<file path="src/rtl/mem_a_feeder_pkg.sv">
// Shared types and constants for the operand-A feeder ahead of the systolic array.
// Optional stall input is enabled by defining MEM_A_FEEDER_STALL_EN.
package mem_a_feeder_pkg;

   localparam int unsigned BITS_AB_DEFAULT = 8;
   localparam int unsigned DIM_DEFAULT     = 8;

   typedef enum logic [1:0] {
      IDLE,
      FEED,
      DONE
   } state_t;

   // Number of valid skewed columns emitted per pass.
   function automatic int unsigned skew_len(input int unsigned dim);
      return 2 * dim - 1;
   endfunction

endpackage

</file>
<file path="src/rtl/mem_a_feeder_if.sv">
// Load/stream bus between the A-matrix source, the feeder and the array.
// Carries a stall line only when MEM_A_FEEDER_STALL_EN is defined.
interface mem_a_feeder_if #(
   parameter int unsigned BITS_AB = 8,
   parameter int unsigned DIM     = 8
);

   logic                        wr_en;
   logic [$clog2(DIM)-1:0]      wr_row;
   logic [DIM*BITS_AB-1:0]      a_in;
   logic                        start;
   logic                        busy;
   logic                        a_valid;
   logic [DIM*BITS_AB-1:0]      a_out;
   logic                        done;
`ifdef MEM_A_FEEDER_STALL_EN
   logic                        stall;

   modport master (
      output wr_en, wr_row, a_in, start, stall,
      input  busy, a_valid, a_out, done
   );

   modport slave (
      input  wr_en, wr_row, a_in, start, stall,
      output busy, a_valid, a_out, done
   );
`else
   modport master (
      output wr_en, wr_row, a_in, start,
      input  busy, a_valid, a_out, done
   );

   modport slave (
      input  wr_en, wr_row, a_in, start,
      output busy, a_valid, a_out, done
   );
`endif

endinterface

</file>
<file path="src/rtl/mem_a_feeder_skew_lane.sv">
// Combinational lane selector: lane LANE at step k picks A[k-LANE][LANE], or 0 outside the band.
// Not affected by MEM_A_FEEDER_STALL_EN.
module skew_lane_sel
   import mem_a_feeder_pkg::*;
#(
   parameter int unsigned BITS_AB = BITS_AB_DEFAULT,
   parameter int unsigned DIM     = DIM_DEFAULT,
   parameter int unsigned LANE    = 0,
   parameter int unsigned CW      = $clog2(2 * DIM)
) (
   input  logic [CW-1:0]             k_i,
   input  logic signed [BITS_AB-1:0] col_i [DIM],
   output logic signed [BITS_AB-1:0] elem_o
);

   int unsigned k_ext;

   always_comb begin
      k_ext  = 32'(k_i);
      elem_o = '0;
      // Row r reaches this lane exactly when k == r + LANE.
      for (int unsigned r = 0; r < DIM; r++) begin
         if (k_ext == r + LANE) begin
            elem_o = col_i[r];
         end
      end
   end

endmodule

</file>
<file path="src/rtl/mem_a_feeder.sv">
// Operand-A buffer: stores a DIM x DIM signed matrix by rows and streams it diagonal-skewed.
// Define MEM_A_FEEDER_STALL_EN to add a stall input that freezes the stream in FEED.
module mem_a_feeder
   import mem_a_feeder_pkg::*;
#(
   parameter int unsigned BITS_AB = BITS_AB_DEFAULT,
   parameter int unsigned DIM     = DIM_DEFAULT
) (
   input logic           clk,
   input logic           rst,
   mem_a_feeder_if.slave bus
);

   localparam int unsigned CW   = $clog2(2 * DIM);
   localparam int unsigned LAST = skew_len(DIM) - 1;

   if (DIM < 2) begin : g_dim_check
      $error("mem_a_feeder: DIM must be at least 2");
   end

   state_t                      state_q;
   logic [CW-1:0]               cnt_q;
   logic                        busy_q;
   logic                        a_valid_q;
   logic                        done_q;
   logic [DIM*BITS_AB-1:0]      a_out_q;
   logic [DIM*BITS_AB-1:0]      a_out_d;
   logic signed [BITS_AB-1:0]   mem_q [DIM][DIM];
   logic signed [BITS_AB-1:0]   lane_elem [DIM];
   logic                        wr_ok;
   logic                        hold;

`ifdef MEM_A_FEEDER_STALL_EN
   assign hold = bus.stall;
`else
   assign hold = 1'b0;
`endif

   assign wr_ok = (state_q == IDLE) && bus.wr_en && (32'(bus.wr_row) < DIM);

   // Storage is column-major so each lane selector sees only its own column.
   always_ff @(posedge clk) begin
      if (rst) begin
         for (int unsigned c = 0; c < DIM; c++) begin
            for (int unsigned r = 0; r < DIM; r++) begin
               mem_q[c][r] <= '0;
            end
         end
      end else if (wr_ok) begin
         for (int unsigned c = 0; c < DIM; c++) begin
            mem_q[c][bus.wr_row] <= bus.a_in[c*BITS_AB +: BITS_AB];
         end
      end
   end

   for (genvar j = 0; j < DIM; j++) begin : g_lane
      skew_lane_sel #(
         .BITS_AB (BITS_AB),
         .DIM     (DIM),
         .LANE    (j),
         .CW      (CW)
      ) u_lane (
         .k_i    (cnt_q),
         .col_i  (mem_q[j]),
         .elem_o (lane_elem[j])
      );
      assign a_out_d[j*BITS_AB +: BITS_AB] = lane_elem[j];
   end

   always_ff @(posedge clk) begin
      if (rst) begin
         state_q   <= IDLE;
         cnt_q     <= '0;
         busy_q    <= 1'b0;
         a_valid_q <= 1'b0;
         done_q    <= 1'b0;
         a_out_q   <= '0;
      end else begin
         case (state_q)
            IDLE: begin
               done_q <= 1'b0;
               busy_q <= bus.start;
               if (bus.start) begin
                  cnt_q   <= '0;
                  state_q <= FEED;
               end
            end
            FEED: begin
               if (!hold) begin
                  a_out_q   <= a_out_d;
                  a_valid_q <= 1'b1;
                  cnt_q     <= cnt_q + 1'b1;
                  if (cnt_q == CW'(LAST)) begin
                     state_q <= DONE;
                  end
               end
            end
            DONE: begin
               // Last column is on the bus now; retire it and pulse done.
               a_valid_q <= 1'b0;
               a_out_q   <= '0;
               done_q    <= 1'b1;
               state_q   <= IDLE;
            end
            default: state_q <= IDLE;
         endcase
      end
   end

   assign bus.busy    = busy_q;
   assign bus.a_valid = a_valid_q;
   assign bus.a_out   = a_out_q;
   assign bus.done    = done_q;

endmodule

</file>
<file path="src/flat_wrapper.sv">
// flat-port wrapper written by rule: the top's interface ports become plain ports
module mem_a_feeder_flat import mem_a_feeder_pkg::*;
#(
   parameter int unsigned BITS_AB = BITS_AB_DEFAULT,
   parameter int unsigned DIM     = DIM_DEFAULT
)
  (clk, rst, bus_wr_en, bus_wr_row, bus_a_in, bus_start, bus_busy, bus_a_valid, bus_a_out, bus_done);
  mem_a_feeder_if #(.BITS_AB(BITS_AB), .DIM(DIM)) bus_i ();
  input logic clk;
  input logic rst;
  input wire logic [$bits(bus_i.wr_en)-1:0] bus_wr_en;
  input wire logic [$bits(bus_i.wr_row)-1:0] bus_wr_row;
  input wire logic [$bits(bus_i.a_in)-1:0] bus_a_in;
  input wire logic [$bits(bus_i.start)-1:0] bus_start;
  output wire logic [$bits(bus_i.busy)-1:0] bus_busy;
  output wire logic [$bits(bus_i.a_valid)-1:0] bus_a_valid;
  output wire logic [$bits(bus_i.a_out)-1:0] bus_a_out;
  output wire logic [$bits(bus_i.done)-1:0] bus_done;
  assign bus_i.wr_en = bus_wr_en;
  assign bus_i.wr_row = bus_wr_row;
  assign bus_i.a_in = bus_a_in;
  assign bus_i.start = bus_start;
  assign bus_busy = bus_i.busy;
  assign bus_a_valid = bus_i.a_valid;
  assign bus_a_out = bus_i.a_out;
  assign bus_done = bus_i.done;
  mem_a_feeder #(.BITS_AB(BITS_AB), .DIM(DIM)) u_core (.clk(clk), .rst(rst), .bus(bus_i));
endmodule
</file>
<file path="config.mk">
export PLATFORM = sky130hd
export DESIGN_NAME = mem_a_feeder_flat
export DESIGN_NICKNAME = d
export VERILOG_FILES = /design/src/rtl/mem_a_feeder_pkg.sv /design/src/rtl/mem_a_feeder_if.sv /design/src/rtl/mem_a_feeder_skew_lane.sv /design/src/rtl/mem_a_feeder.sv /design/src/flat_wrapper.sv
export SDC_FILE = /design/constraint.sdc
export NUM_CORES = 1
export LEC_CHECK = 0
export ABC_AREA = 0
export BUFFER_PORTS_ARGS = -buffer_cell sky130_fd_sc_hd__buf_2
export CAP_MARGIN = 25
export CORE_UTILIZATION = 61
export DETAILED_ROUTE_END_ITERATION = 8
export PLACE_DENSITY = 0.77
export SYNTH_ARGS = -nofsm -noshare
export SYNTH_HDL_FRONTEND = slang
export SYNTH_SLANG_ARGS = --single-unit
</file>
<file path="constraint.sdc">
create_clock -name clk -period 2.93 [get_ports clk]
set_input_delay 0.293 -clock clk [delete_from_list [all_inputs] [get_ports clk]]
set_output_delay 0.293 -clock clk [all_outputs]
set_load 0.02 [all_outputs]
</file>
==> reports/results.ini, run 1 <==
[route]
viasPerCell=6.28
first_iter_violations=2387
wl_um=73000
drc=0
wl_per_cell_um=21.7
drtPass1Iterations=8
antenna_left=0
vias=21112

[cells_and_area]
final_common_cell=nand2_1
antenna_cells=0
final_cell_mix=nand2_1 (654), a21oi_1 (393), dfxtp_1 (319), edfxtp_1 (264), o21ai_0 (162)
multi_input_area_sq_mm=0.00963
area_delta_synth_final_pct=12.9
seqCellArea_sq_mm=0.0144
fill_cells=3053
nets=2858
drive_gt1_frac=0.122

[logic_synthesis]
synthArstFlopShare=0
yosysSeqAreaShare=0.566
ys_seq_elements=585
synth_area_sq_mm=0.0253
synth-adder-area-share=0.00395
synth_xor_area_frac=0
synth.area.mux_share=0.000790
ys_dominant_reg_cell=dfxtp_1
avgSynthCellArea_sq_um=9.33
synth_compound_area_frac=0.198
ys_types=66
syn_nets=2794
syn_inst=2715
synth-simple-area-share=0.173
synth-edff-count=264
synth_top_family_by_area=compound AO/OA/AOI/OAI gates
yosysWarnings=0

[power_and_ir_drop]
p_per_area_mw_per_mm2=623
peakVddDrop_mv=0.567
power.total_mw=17.8
p_leak_nw=9.87

[clock_tree]
cts_root_buf=clkbuf_16
cts_num_sinks=585
cts_tree=done
clk_pin_slew_ns=0.06
clockBufferDepth=3
cts_made_buffers=58
cts-htree-levels=2
cts_resized=0
clkLatencyLatePin_ns=0.63

[floorplanning]
io_pins=138
rows=74
coreArea_sq_mm=0.0409
die_x_um=206
dieArea_sq_mm=0.0424
initial_utilization=0.619
fp.dieH_um=206

[sta]
period_share=0.896
hold_viol_final=0
hold_slack_ns=0.0276
setup_slack_ns=0.305
max_slew.worst_pin.slew_ns=0.940
finClkSkew_ns=0.0238
min_period_ns=2.63
setup-violations-final=0
maxSlewViolCount=0
tns_ns=0
maxSlewHeadroom=0.373
fmax_mhz=381
grt_setup_unrepaired=no

[run]
drv_cap=0

[global_routing]
grtUsageTotal=0.342
grt_overflow=0
grt_pass1_vias=20303
grt_start_max_net_pins=88
grt_pass1_wl_um=111000
antenna_found_initial=2

[worst_setup_path]
crit_slowest_cell=ha_2
critPathKind=reg2reg
slowest_delay_ns=0.61
cp-end-kind=flip-flop
crit_required_ns=3.46
cp_max_fo=24
start_kind=flip-flop
cp_data_arrival_time_ns=3.15
worstPathCellList=inv_1 > ha_2 > buf_4 > and2_1 > buf_4 > a21oi_1 > a211o_1 > a21oi_1
r2r_slack_ns=0.30

[outcome]
status=completed

[hold_path]
hp-class=in2reg

[placement]
portBuffers=137
place.gp.congestion=0.852
pre_cts_slack_ns=0.393
dp_hpwl_um=44100

area by class of cell:
cell class / count / area share
Clock buffer: 85 / 0.0571
Clock inverter: 24 / 0.0104
Inverter: 65 / 0.00853
Multi-Input combinational cell: 1811 / 0.337
Sequential cell: 585 / 0.502
Tap cell: 532 / 0.0233
Timing Repair Buffer: 258 / 0.0622
kinds of logic (layout without fill, tap and decap cells):
group           after synthesis  after routing
flops                       585            585
compound gates              829            829
buf+inv                     319            432
mux                           2              2
fa+ha+maj                     8              8
simple gates                972            972
worst paths after layout:
check	from	endpoint	cells after the start
max	u_core.cnt_q[0]	u_core.bus.a_out[37]	8
min reg2reg	u_core.mem_q[0][359]	u_core.mem_q[0][359]	2
max reg2reg	u_core.cnt_q[0]	u_core.bus.a_out[37]	8
min	bus_a_in[44]	u_core.mem_q[0][324]	3
cells in the mapped netlist (56+ instances only):
cell      count  area, sq um
buf_2        80          400
nand2b_1     65          407
edfxtp_1    264         7930
nand2_1     654         2450
clkbuf_1    131          492
inv_1        65          244
dfxtp_1     321         6430
a21oi_1     393         1970
nor2_1       56          210
and2_1       99          619
o21ai_0     162          811
routing by layer:
metal	wire length [um]	vias to the layer above	track usage
li1	-	9651	-
met1	28400	10072	0.443
met2	34700	1196	0.557
met3	7100	191	0.0624
met4	2750	2	0.160
met5	12	-	0
sequential cells by signal, indices dropped and copies added (netlist names):
signal / flops
u_core.bus.a_out: 64
u_core.bus.a_valid: 1
u_core.bus.busy: 1
u_core.bus.done: 1
u_core.cnt_q: 4
u_core.mem_q: 512
u_core.state_q: 2
stage by stage:
step	cell area [sq um]	utilization	instances
after CTS	28600	0.699	3360
after global routing	28600	0.699	3360
after detailed placement	26400	0.644	3220
final	28600	0.699	3360
after global placement	26400	0.644	3220
after floorplan	25300	-	2715
where the power goes:
| group | internal [mW] | total (mW) | switching [mW] | leakage (nW) |
|---|---|---|---|---|
| logic | 0.380 | 1.31 | 0.929 | 3.61 |
| registers | 8.83 | 8.94 | 0.104 | 5.32 |
| clock network | 4.40 | 7.59 | 3.18 | 0.940 |
worst max-delay path, delay by kind of cell (launching register included):
family                     cells  cell delay (ns)
AOI/OAI and AO/OA              3             0.51
adders and majority gates      1             0.61
buffers and inverters          3             0.80
DFF                            1             0.39
and+or+nand+nor                1             0.19
timing repair:
item                      4_1_cts  5_1_grt
hold buffers                   31        0
hold endpoints to repair      190        0
buffers inserted                0        0
No activity file was read; power rests on OpenSTA's default activity.
==> inputs of run 2 (changes only) <==
Settings changed: CELL_PAD_IN_SITES_DETAIL_PLACEMENT from default to 2, CELL_PAD_IN_SITES_GLOBAL_PLACEMENT from default to 2, CORE_UTILIZATION 61 to 39.
==> run 2 against run 1 <==
Sequential power hardly changed. First-iteration DRC count down 40%. Final cell count is 9.8% higher. Total power is 8.0% higher. Via count is 3.2% higher. Sequential share of layout area down 1.1 points. Clock power up 17%. Largest cell class unchanged. Highest routed layer unchanged.
==> reports/results.ini, run 2 (synthesis results as in run 1) <==
[floorplanning]
initial_utilization=0.394  ; was 0.619
die_x_um=257  ; was 206 um
coreArea_sq_mm=0.0643  ; was 0.0409 sq mm
dieArea_sq_mm=0.0660  ; was 0.0424 sq mm
fp.dieH_um=257  ; was 206 um
io_pins=138  ; unchanged
rows=93  ; was 74

[route]
viasPerCell=5.91  ; was 6.28
vias=21786  ; was 21,112
wl_um=98300  ; was 73,000 um
first_iter_violations=1432  ; was 2,387
wl_per_cell_um=26.6  ; was 21.7 um
antenna_left=0  ; unchanged
drc=0  ; unchanged
drtPass1Iterations=5  ; was 8

[worst_setup_path]
cp-end-kind=flip-flop  ; unchanged
critPathKind=reg2reg  ; unchanged
cp_max_fo=32  ; was 24
start_kind=flip-flop  ; unchanged
critical_path_buf_inv_count=1  ; was 3
cp_data_arrival_time_ns=3.20  ; was 3.15 ns
crit_slowest_cell=dfxtp_1  ; was ha_2
crit_required_ns=3.44  ; was 3.46 ns
slowest_delay_ns=0.49  ; was 0.61 ns
worstPathCellList=ha_4 > buf_4 > nand2b_1 > o21ai_0 > a31oi_1 > a221oi_1  ; was inv_1 > ha_2 > buf_4 > and2_1 > buf_4 > a21oi_1 > a211o_1 > a21oi_1
crit_family=compound AO/OA/AOI/OAI gates  ; was buffers and inverters

[cells_and_area]
fill_cells=6775  ; was 3,053
regMostFlops=u_core.mem_q  ; unchanged
nets=2852  ; was 2,858
drive_gt1_frac=0.131  ; was 0.122
fin_util=0.455  ; was 0.699
seqCellArea_sq_mm=0.0144  ; unchanged
multi_input_area_sq_mm=0.00967  ; was 0.00963 sq mm
final_cell_mix=nand2_1 (654), a21oi_1 (393), dfxtp_1 (319), edfxtp_1 (264), o21ai_0 (162)  ; unchanged
largest_reg_flops=512  ; unchanged
area_delta_synth_final_pct=15.5  ; was 12.9%
final_common_cell=nand2_1  ; unchanged

[sta]
grt_setup_unrepaired=no  ; unchanged
finClkSkew_ns=0.0193  ; was 0.0238 ns
hold_slack_ns=0.0140  ; was 0.0276 ns
min_period_ns=2.69  ; was 2.63 ns
tns_ns=0  ; unchanged
maxSlewHeadroom=0.347  ; was 0.373
max_slew.worst_pin.slew_ns=0.979  ; was 0.940 ns
period_share=0.919  ; was 0.896
setup-violations-final=0  ; unchanged
fmax_mhz=371  ; was 381 MHz
maxSlewViolCount=0  ; unchanged
hold_viol_final=0  ; unchanged
setup_slack_ns=0.238  ; was 0.305 ns

[placement]
dp_hpwl_um=61000  ; was 44,100 um
pre_cts_slack_ns=0.277  ; was 0.393 ns
place.gp.congestion=0.821  ; was 0.852
portBuffers=137  ; unchanged

[global_routing]
grt_pass1_vias=24115  ; was 20,303
grt_start_max_net_pins=152  ; was 88
antenna_found_initial=5  ; was 2
grtUsageTotal=0.296  ; was 0.342
grt_pass1_wl_um=149000  ; was 111,000 um
grt_overflow=0  ; unchanged

[power_and_ir_drop]
p_per_area_mw_per_mm2=658  ; was 623 mW/mm^2
pwr-share-comb=0.074  ; was 0.073
peakVddDrop_mv=0.390  ; was 0.567 mV
p_leak_nw=10.0  ; was 9.87 nW
intPower_mw=14.5  ; was 13.6 mW
switching_share=0.248  ; was 0.236
p_seq_frac=0.466  ; was 0.501
power.switching_mw=4.78  ; was 4.21 mW
clockPowerShare=0.461  ; was 0.425

[clock_tree]
cts_tree=done  ; unchanged
cts_num_sinks=585  ; unchanged
clk_pin_slew_ns=0.06  ; about the same
postCtsSetupBuffers=0  ; unchanged
cts_root_buf=clkbuf_16  ; unchanged
clockBufferDepth=3  ; unchanged
cts-htree-levels=3  ; was 2
clkLatencyLatePin_ns=0.63  ; about the same
cts_made_buffers=69  ; was 58

[outcome]
status=completed  ; unchanged

[run]
drv_cap=0  ; unchanged

[hold_path]
hp-class=in2reg  ; unchanged

[run 2: metrics by stage]
stage                     area (sq um)  std cells  total power [mW]
after floorplan                  25300       2715              9.88
after global placement           26800       3545              10.4
after detailed placement         26800       3545              10.5
after CTS                        29300       3685              19.3
after global routing             29300       3688              19.7
final                            29300       3689              19.2
[run 2: worst reg2reg max path: cells and delay by family, from the launching register on]
family / cells / cell delay (ns)
AO/OA/AOI/OAI: 3 / 0.75
adder cells (fa/ha/maj): 1 / 0.42
buffers and inverters: 1 / 0.46
flip-flops: 1 / 0.49
AND/OR/NAND/NOR: 1 / 0.48
[run 2: timing repair]
action | 4_1_cts | 5_1_grt
gates resized for setup | 0 | 0
hold buffers | 12 | 0
endpoints found under the hold margin | 38 | 0
[run 2: cell type report]
class | count | area share
antenna | 4 | 0.000342
multi-input combinational | 1811 | 0.330
clock buffer | 104 | 0.0708
timing repair buffer | 241 | 0.0549
inverter | 65 | 0.00834
tap | 855 | 0.0365
sequential | 585 | 0.490
clock inverter | 24 | 0.00838
[run 2: power by group through the flow]
stage                     logic, mW  clock network (mW)  registers [mW]
after floorplan               0.792                   0            9.09
after global placement         1.31                   0            9.10
after detailed placement       1.38                   0            9.13
after CTS                      1.41                8.97            8.96
after global routing           1.51                9.26            8.98
final                          1.42                8.87            8.96
[run 2: final timing paths]
check / startpoint / end / slack [ns] / depth (start not counted)
max reg2reg: u_core.cnt_q[0] / u_core.bus.a_out[2] / 0.24 / 6
min reg2reg: u_core.bus.a_out[30] / u_core.bus.a_out[30] / 0.45 / 2
min: bus_a_in[35] / u_core.mem_q[0][267] / 0.01 / 3
max: u_core.cnt_q[0] / u_core.bus.a_out[2] / 0.24 / 6
[run 2: per-layer routing]
layer	up-vias	global-route usage	routed length, um
met3	176	0.0338	3940
met4	2	0.109	3150
met1	11377	0.369	41200
met5	-	0	13
met2	576	0.526	50000
li1	9655	-	-
